## src/rtl/ws2811_rx.sv

```systemverilog
// WS2811 single-wire receiver: recovers R,G,B colour words per LED with index, frame and overflow flags.
// Define WS2811_RX_ERR_EN to add the bit_error strobe for malformed line activity.
module ws2811_rx #(
  parameter int NUM_LEDS     = 4,
  parameter int SYSTEM_CLOCK = 100_000_000,
  localparam int AW = (NUM_LEDS > 1) ? $clog2(NUM_LEDS) : 1
) (
  input  logic          clk,
  input  logic          reset,
  input  logic          DI,
  output logic [AW-1:0] address,
  output logic [7:0]    red,
  output logic [7:0]    green,
  output logic [7:0]    blue,
  output logic          pixel_valid,
  output logic          frame_done,
`ifdef WS2811_RX_ERR_EN
  output logic          bit_error,
`endif
  output logic          overflow
);

  localparam int US_COUNT    = SYSTEM_CLOCK / 1_000_000;
  localparam int CYCLE_COUNT = (5 * US_COUNT) / 2;
  localparam int H0          = CYCLE_COUNT / 5;
  localparam int H1          = CYCLE_COUNT / 2;
  localparam int THRESH      = (H0 + H1) / 2;
  localparam int LATCH_COUNT = 50 * US_COUNT;
  localparam int CW          = $clog2(LATCH_COUNT + 1);
  localparam int PW          = AW + 1;

  // high_cnt holds (cycles high - 1) when the fall is seen, hence >= rather than >
  localparam logic [CW-1:0] THRESH_C = CW'(THRESH);
  localparam logic [CW-1:0] LATCH_M1 = CW'(LATCH_COUNT - 1);
  localparam logic [PW-1:0] PIX_MAX  = PW'(NUM_LEDS);
`ifdef WS2811_RX_ERR_EN
  localparam logic [CW-1:0] SHORT_C  = CW'(H0 / 2 - 1);
  localparam logic [CW-1:0] STUCK_M1 = CW'(2 * CYCLE_COUNT - 1);
  localparam logic [CW-1:0] GAP_C    = CW'(2 * CYCLE_COUNT);
`endif

  // SYNC: await 50us low | IDLE: await rise | HIGH: time pulse | LOW: time gap, detect latch
  typedef enum logic [1:0] {SYNC, IDLE, HIGH, LOW} state_t;
  state_t state, state_nx;

  logic          di_s1, di_s2, di_d, rise, fall;
  logic [CW-1:0] high_cnt, low_cnt;
  logic [23:0]   sr;
  logic [4:0]    bit_idx;
  logic [PW-1:0] pix_idx;
  logic          pend;
  logic          hc_clr, hc_inc, lc_clr, lc_inc, shift_en, latch;
  logic          bit_val;
`ifdef WS2811_RX_ERR_EN
  logic          drop, err;
`endif

  assign bit_val = (high_cnt >= THRESH_C);

  always_ff @(posedge clk) begin
    if (reset) begin
      di_s1 <= 1'b0;
      di_s2 <= 1'b0;
      di_d  <= 1'b0;
      rise  <= 1'b0;
      fall  <= 1'b0;
    end else begin
      di_s1 <= DI;
      di_s2 <= di_s1;
      di_d  <= di_s2;
      rise  <= di_s2 & ~di_d;
      fall  <= ~di_s2 & di_d;
    end
  end

  always_ff @(posedge clk) begin
    if (reset) state <= SYNC;
    else       state <= state_nx;
  end

  always_comb begin
    state_nx = state;
    case (state)
      SYNC: if (!di_s2 && low_cnt == LATCH_M1) state_nx = IDLE;
      IDLE: if (rise) state_nx = HIGH;
      HIGH: begin
        if (fall) state_nx = LOW;
`ifdef WS2811_RX_ERR_EN
        if (high_cnt == STUCK_M1) state_nx = SYNC;
`endif
      end
      LOW: begin
        if (rise)                     state_nx = HIGH;
        else if (low_cnt == LATCH_M1) state_nx = IDLE;
      end
      default: state_nx = SYNC;
    endcase
  end

  always_comb begin
    hc_clr   = 1'b0;
    hc_inc   = 1'b0;
    lc_clr   = 1'b0;
    lc_inc   = 1'b0;
    shift_en = 1'b0;
    latch    = 1'b0;
`ifdef WS2811_RX_ERR_EN
    drop     = 1'b0;
    err      = 1'b0;
`endif
    case (state)
      SYNC: begin
        if (di_s2) lc_clr = 1'b1;
        else       lc_inc = 1'b1;
      end
      IDLE: hc_clr = rise;
      HIGH: begin
        hc_inc = 1'b1;
        if (fall) begin
          lc_clr   = 1'b1;
          shift_en = 1'b1;
`ifdef WS2811_RX_ERR_EN
          if (high_cnt < SHORT_C) begin
            shift_en = 1'b0;
            err      = 1'b1;
          end
`endif
        end
`ifdef WS2811_RX_ERR_EN
        if (high_cnt == STUCK_M1) begin
          shift_en = 1'b0;
          lc_clr   = 1'b1;
          drop     = 1'b1;
          err      = 1'b1;
        end
`endif
      end
      LOW: begin
        lc_inc = 1'b1;
        if (rise) begin
          hc_clr = 1'b1;
`ifdef WS2811_RX_ERR_EN
          if (low_cnt > GAP_C && bit_idx != 5'd0) err = 1'b1;
`endif
        end else if (low_cnt == LATCH_M1) begin
          latch = 1'b1;
`ifdef WS2811_RX_ERR_EN
          if (bit_idx != 5'd0) err = 1'b1;
`endif
        end
      end
      default: ;
    endcase
  end

  always_ff @(posedge clk) begin
    if (reset) begin
      high_cnt    <= '0;
      low_cnt     <= '0;
      sr          <= '0;
      bit_idx     <= '0;
      pix_idx     <= '0;
      pend        <= 1'b0;
      address     <= '0;
      red         <= '0;
      green       <= '0;
      blue        <= '0;
      pixel_valid <= 1'b0;
      frame_done  <= 1'b0;
      overflow    <= 1'b0;
`ifdef WS2811_RX_ERR_EN
      bit_error   <= 1'b0;
`endif
    end else begin
      pixel_valid <= 1'b0;
      frame_done  <= 1'b0;
      pend        <= 1'b0;

      if (hc_clr)                        high_cnt <= '0;
      else if (hc_inc && high_cnt != '1) high_cnt <= high_cnt + CW'(1);

      if (lc_clr)                       low_cnt <= '0;
      else if (lc_inc && low_cnt != '1) low_cnt <= low_cnt + CW'(1);

      if (shift_en) begin
        sr <= {sr[22:0], bit_val};
        if (bit_idx == 5'd23) begin
          bit_idx <= '0;
          pend    <= 1'b1;
        end else begin
          bit_idx <= bit_idx + 5'd1;
        end
      end

      // Publish one cycle after the 24th bit; pixels past the strip length only flag overflow
      if (pend) begin
        if (pix_idx < PIX_MAX) begin
          pixel_valid <= 1'b1;
          address     <= pix_idx[AW-1:0];
          red         <= sr[23:16];
          green       <= sr[15:8];
          blue        <= sr[7:0];
          pix_idx     <= pix_idx + PW'(1);
        end else begin
          overflow    <= 1'b1;
        end
      end

      if (latch) begin
        frame_done <= 1'b1;
        bit_idx    <= '0;
        pix_idx    <= '0;
        overflow   <= 1'b0;
      end

`ifdef WS2811_RX_ERR_EN
      bit_error <= err;
      if (drop) begin
        bit_idx <= '0;
        pix_idx <= '0;
      end
`endif
    end
  end

endmodule

```

## config.mk

```make
export PLATFORM = sky130hd
export DESIGN_NAME = ws2811_rx
export DESIGN_NICKNAME = d
export VERILOG_FILES = /design/src/rtl/ws2811_rx.sv
export SDC_FILE = /design/constraint.sdc
export NUM_CORES = 1
export LEC_CHECK = 0
export ABC_AREA = 1
export CORE_MARGIN = 2
export CORE_UTILIZATION = 52
export CTS_BUF_LIST = sky130_fd_sc_hd__clkbuf_16
export DETAILED_ROUTE_END_ITERATION = 7
export PLACE_DENSITY = 0.86
export SLEW_MARGIN = 20
export SYNTH_ARGS = -nofsm -noshare
export SYNTH_HDL_FRONTEND = slang
export SYNTH_SLANG_ARGS = --single-unit
export TNS_END_PERCENT = 20
```

## constraint.sdc

```tcl
create_clock -name clk -period 1.6 [get_ports clk]
set_clock_uncertainty 0.1 [all_clocks]
set_input_delay 0.32 -clock clk [delete_from_list [all_inputs] [get_ports clk]]
set_output_delay 0.32 -clock clk [all_outputs]
set_load 0.005 [all_outputs]
```

==> flow_metrics.tcl, run 1 <==
set metrics [dict create \
    clock_latency_ns 0.35 \
    dpl.hpwl_um 6170 \
    antenna_cells 0 \
    start_kind "register" \
    crit_arrival_ns 1.75 \
    first_pass_iters 5 \
    setup_viol 5 \
    syn_nets 527 \
    antenna_found_initial 0 \
    synthesis.area_mm2 0.00398 \
    grt_pass1_vias 3534 \
    gp_congestion 0.912 \
    path_class "reg -> reg" \
    cp.required_ns 1.74 \
    avgSynthCellArea_um2 7.72 \
    maxSlewHeadroom_pct 72.8 \
    netlist.area_leader.share_pct 47.8 \
    yosysTopAreaCell "dfxtp_1" \
    wire_per_inst_um 15.8 \
    vdd_drop_max_mv 0.700 \
    numCtsBuffers 9 \
    drc 0 \
    final_common_cell "nand2_1" \
    io_buffers 31 \
    root_buffer "clkbuf_16" \
    path_cells "inv_2, ha_4, nand2_1, a21oi_4, buf_4, o21ai_4, buf_12, nand2_1, a21oi_2" \
    hold_path_class "reg -> reg" \
    cts_buffer_depth 2 \
    synthTopCellsByArea "dfxtp_1 48%, nand2_1 11%, a21oi_1 5.7%" \
    p_leak_nw 2.20 \
    worstRegToRegCells 9 \
    initial_utilization_pct 54.3 \
    postLayoutCoreUtil_pct 71.3 \
    maxCapViolations 0 \
    slew_violations 0 \
    cpPeakStageDelay_ns 0.37 \
    ios 32 \
    use_met1_pct 30.3 \
    viasPerCell 5.53 \
    core_area_mm2 0.00733 \
    reg2reg_slack_ns -0.02 \
    netlist_instances 515 \
    finalCriticalPeriod_ns 1.62 \
    status "finished with violations" \
    grt.busiest_layer "met2" \
    power_density_mw_per_mm2 958 \
    use_met2_pct 41.7 \
    drt.antenna.violating_nets 0 \
    drive_above_1_share_pct 22.9 \
    placementRows 31 \
    max_freq_mhz 619 \
    finalHoldViolations 0 \
    ff_latch_area_mm2 0.00193 \
    total_power_w 0.00500 \
    grt_use_met3_pct 4.81 \
    cts_tree "built" \
    synth_seq_cells 95 \
    yosys.cell_types.count 29 \
    first_iter_violations 213 \
    clk_pin_slew_ns 0.07 \
    finalCritPeriodShare_pct 101 \
    grt_max_degree 36 \
    dieHeight_um 91.5 \
    hp-start "di_s1" \
    multi_input_area_mm2 0.00193 \
    rr_endpoint "low_cnt[3]" \
    yosysWarnings 0 \
    final_area_mm2 0.00523 \
    grt.total_usage_pct 24.6 \
    hold_slack_ns 0.303 \
    dpl_cell_area_mm2 0.00469 \
    grt_pass1_wl_um 16600 \
    nFillCells 470 \
    area_growth_pct 31.4 \
    ys_seq_area_share_pct 47.8 \
    drt_wl_total_um 10800 \
    tightest_slew_ns 0.408 \
    grt_overflow 0 \
    num_vias 3808 \
    layout_common_cells "104 x nand2_1, 77 x dfxtp_1, 56 x inv_1" \
    cp_common_cell "nand2_1" \
    endpoint_kind "register" \
    violations "setup timing" \
    crit_fanout 10 \
    cts.sinks 95 \
    hold_depth 2 \
    dieArea_mm2 0.00836 \
    rsz0062_at_grt "yes" \
    worst_path_max_delay_cell "dfxtp_4" \
    setup_ws_ns -0.0159 \
    holdPathEnd "di_s2" \
    die_x_um 91.5 \
    htreeDepth 3 \
    finalNetCount 596 \
    r2r-start "state[0]" \
]
==> cell type report <==
| class | instances | share of cell area (%) |
|---|---|---|
| multi-input cells | 342 | 36.9 |
| flip-flops and latches | 95 | 36.9 |
| repair buffers | 74 | 13.8 |
| inverters | 62 | 4.45 |
| clock buffers | 9 | 4.31 |
| well taps | 99 | 2.37 |
| clock inverters | 7 | 1.22 |
==> worst max-delay path: cells and delay by family (launching register included) <==
family | cells | cell delay (ns)
buffers and inverters | 3 | 0.42
flip-flops | 1 | 0.37
AO/OA/AOI/OAI | 3 | 0.29
AND/OR/NAND/NOR | 2 | 0.17
adder cells (fa/ha/maj) | 1 | 0.16
==> state kept, by name, indices dropped and copies added (netlist names), 2 cells and up <==
name / flops
pix_idx: 3
low_cnt: 13
blue: 8
green: 8
state: 2
high_cnt: 13
address: 2
sr: 24
bit_idx: 5
red: 8
==> where the power goes <==
part | internal (W) | leakage [nW] | switching, W | total (W)
Combinational | 0.000215 | 1.28 | 0.000266 | 0.000481
Sequential | 0.00239 | 0.775 | 0.0000276 | 0.00242
Clock | 0.00109 | 0.140 | 0.00102 | 0.00211
==> cell families (layout without fill, tap and decap cells) <==
logic type | Yosys count | in the layout | synth area share (%)
adder cells (fa/ha/maj) | 9 | 9 | 2.83
AND/OR/NAND/NOR | 201 | 201 | 21.3
flip-flops | 95 | 95 | 47.8
XOR/XNOR | 15 | 15 | 3.30
AO/OA/AOI/OAI | 116 | 117 | 16.9
buffers and inverters | 79 | 152 | 7.93
==> how the worst max path moves through the flow <==
stage | slack (ns) | start | end
after global routing | -0.11 | low_cnt[9] | low_cnt[2]
after floorplan | 0.01 | state[0] | low_cnt[7]
final | -0.02 | state[0] | low_cnt[3]
after global placement | -0.03 | low_cnt[0] | low_cnt[8]
after CTS | -0.02 | address[0] | address[0]
after detailed placement | -0.09 | low_cnt[0] | low_cnt[6]
==> stage by stage <==
stage	std cells	setup slack, ns	TNS, ns
global route	688	-0.109	-0.915
global placement	667	-0.0252	-0.203
detailed placement	667	-0.0933	-1.37
floorplan	515	0.0113	0
CTS	683	-0.0159	-0.0159
finish	688	-0.0159	-0.0408
==> synthesized netlist by cell type <==
library cell,n
a21oi_1,45
a21oi_2,11
a31oi_1,1
buf_2,6
buf_4,1
buf_6,1
clkbuf_1,9
dfxtp_1,95
ha_1,9
inv_1,60
inv_2,2
nand2_1,112
nand2_2,6
nand3_1,14
nand3b_1,1
nand4_1,9
nor2_1,49
nor2_2,3
nor2_4,2
nor3_1,2
nor4_1,1
o211ai_1,2
o21ai_0,33
o21ai_2,1
o21ai_4,1
o22ai_1,22
or2_2,2
xnor2_1,4
xor2_1,11
==> layer usage <==
layer / part of all wire, % / wire (µm)
met5: 0 / 0
met2: 49 / 5330
met4: 3.7 / 404
met3: 5.4 / 589
met1: 42 / 4520
==> repair_timing <==
item                       CTS  global route
gates cloned                 0             1
gates resized for setup     35            61
pin swaps                    3            10
setup endpoints to repair   47            66
buffers inserted             0             4
hold buffers                 0             0
Note: power is estimated with default switching activity, not from simulation.
==> inputs of run 2 (changes only) <==
- CORE_UTILIZATION: 52 -> 28
- PLACE_DENSITY: 0.86 -> 0.51
- TNS_END_PERCENT: 20 -> not set
==> run 2 against run 1 <==
Effect of this change: the run now ends clean; sequential power about the same; setup slack better by 0.086 ns; non-clock buffer count up 4; cell area up 2.3%; largest power group unchanged.
==> flow_metrics.tcl, run 2 (synthesized netlist as in run 1, its figures left out) <==
set metrics [dict create \
    status "finished clean" \
    area_growth_pct 34.4 \
    finalHoldViolations 0 \
    initial_utilization_pct 28.7 \
    num_vias 3448 \
    finalNetCount 600 \
    total_power_w 0.00499 \
    clk_pin_slew_ns 0.06 \
    final-instance-count-excl-fill 772 \
    first_pass_iters 4 \
    final_common_cell "nand2_1" \
    gp_congestion 0.829 \
    reg.largest.list "sr: 24 flops, high_cnt: 13 flops, low_cnt: 13 flops" \
    root_buffer "clkbuf_16" \
    wire_per_inst_um 11.8 \
    largest-register "sr" \
    r2r-start "high_cnt[1]" \
    cts_tree "built" \
    reg2reg_slack_ns 0.07 \
    maxCapViolations 0 \
    place_inst 754 \
    power_density_mw_per_mm2 932 \
    crit_arrival_ns 1.66 \
    setup_ws_ns 0.0705 \
    drt.antenna.violating_nets 0 \
    startpoint "high_cnt[1]" \
    first_iter_violations 102 \
    die_x_um 123 \
    drt_wl_total_um 9100 \
    antenna_cells 0 \
    viasPerCell 4.47 \
    dieHeight_um 123 \
    core_area_mm2 0.0139 \
    grt_max_degree 40 \
    layout_common_cells "105 x nand2_1, 80 x dfxtp_1, 59 x inv_1" \
    setup_viol 0 \
    cts_buffer_depth 2 \
    antenna_found_initial 0 \
    vdd_drop_max_mv 0.484 \
    p_leak_nw 2.18 \
    path_class "reg -> reg" \
    max_freq_mhz 654 \
    endpoint_kind "register" \
    cts.sinks 95 \
    drc 0 \
    clock_latency_ns 0.34 \
    worstRegToRegCells 9 \
    io_buffers 31 \
    numCtsBuffers 9 \
    grt_pass1_vias 3260 \
    rr_endpoint "high_cnt[1]" \
    pre_cts_ws_ns -0.116 \
    htreeDepth 3 \
    grt_overflow 0 \
    crit_fanout 10 \
    maxSlewHeadroom_pct 79.3 \
    dpl.hpwl_um 6300 \
    slew_violations 0 \
    ios 32 \
    drive_above_1_share_pct 21.6 \
    grt_pass1_wl_um 15000 \
    placementRows 43 \
    ctsHoldBuffers 0 \
    finalCritPeriodShare_pct 95.6 \
    hold_path_class "reg -> reg" \
    tightest_slew_ns 0.309 \
    dieArea_mm2 0.0152 \
    cp-endpoint "high_cnt[1]" \
    cp.required_ns 1.74 \
    largest_reg_flops 24 \
    finalCriticalPeriod_ns 1.53 \
    grt.total_usage_pct 12.6 \
    start_kind "register" \
]
==> run 2: cell count changes in the layout (fill, tap and decap cells not counted), moves of 3 or more <==
cell      before  now
inv_6          4    0
buf_4         33   36
dfxtp_1       77   80
inv_1         56   59
a21oi_1       42   45
clkinv_4       0    3
inv_2          6    3
dfxtp_2       16   13
==> run 2: area by class of cell <==
class / count / area [µm²]
timing repair buffer: 78 / 764
clock buffer: 9 / 225
inverter: 62 / 235
clock inverter: 6 / 63.8
multi-input combinational: 342 / 1910
sequential: 95 / 1930
fill: 1436 / 8530
tap: 180 / 225
==> run 2: stage by stage <==
step / util (%) / hold slack [ns] / TNS [ns] / cell area (µm²)
after floorplan: - / 0.288 / 0 / 3990
after global routing: 38.5 / 0.322 / -0.352 / 5350
after CTS: 37.2 / 0.305 / 0 / 5170
final: 38.5 / 0.304 / 0 / 5350
after detailed placement: 35.0 / 0.296 / -2.06 / 4860
after global placement: 35.0 / 0.290 / -1.16 / 4860
==> run 2: how the worst min path moves through the flow <==
stage	from	endpoint	slack, ns	depth (start not counted)
after floorplan	di_s1	di_s2	0.29	2
after global placement	di_s1	di_s2	0.29	2
after detailed placement	di_s1	di_s2	0.30	2
after CTS	di_s1	di_s2	0.31	2
after global routing	di_s1	di_s2	0.32	2
final	di_s1	di_s2	0.30	2
==> run 2: routing by layer <==
metal,wire (µm),track usage [%],part of all wire (%)
met1,4490,16.6,49
met2,4150,19.5,46
met3,273,2.95,3.0
met4,180,5.54,2.0
met5,0,0,0
==> run 2: worst max-delay path: stages, from the launching register on <==
cell and delay (ns):
dfxtp_2 0.36, ha_4 0.14, nand2_2 0.07, nor2_4 0.15, nand2_2 0.13, nor2_2 0.15, nor2_2 0.06, buf_12 0.14
nor2_1 0.08, nor2_1 0.05
==> run 2: timing repair <==
item                       CTS  global route
gates cloned                 1             0
pin swaps                    2            11
resized for setup           34            51
setup endpoints to repair   57            57
setup buffers                0             2
==> run 2: power by group <==
group | internal (W) | switching [W] | leakage (nW)
Sequential | 0.00239 | 0.0000257 | 0.774
Combinational | 0.000218 | 0.000233 | 1.27
Clock | 0.00120 | 0.000919 | 0.144
Total | 0.00381 | 0.00118 | 2.18
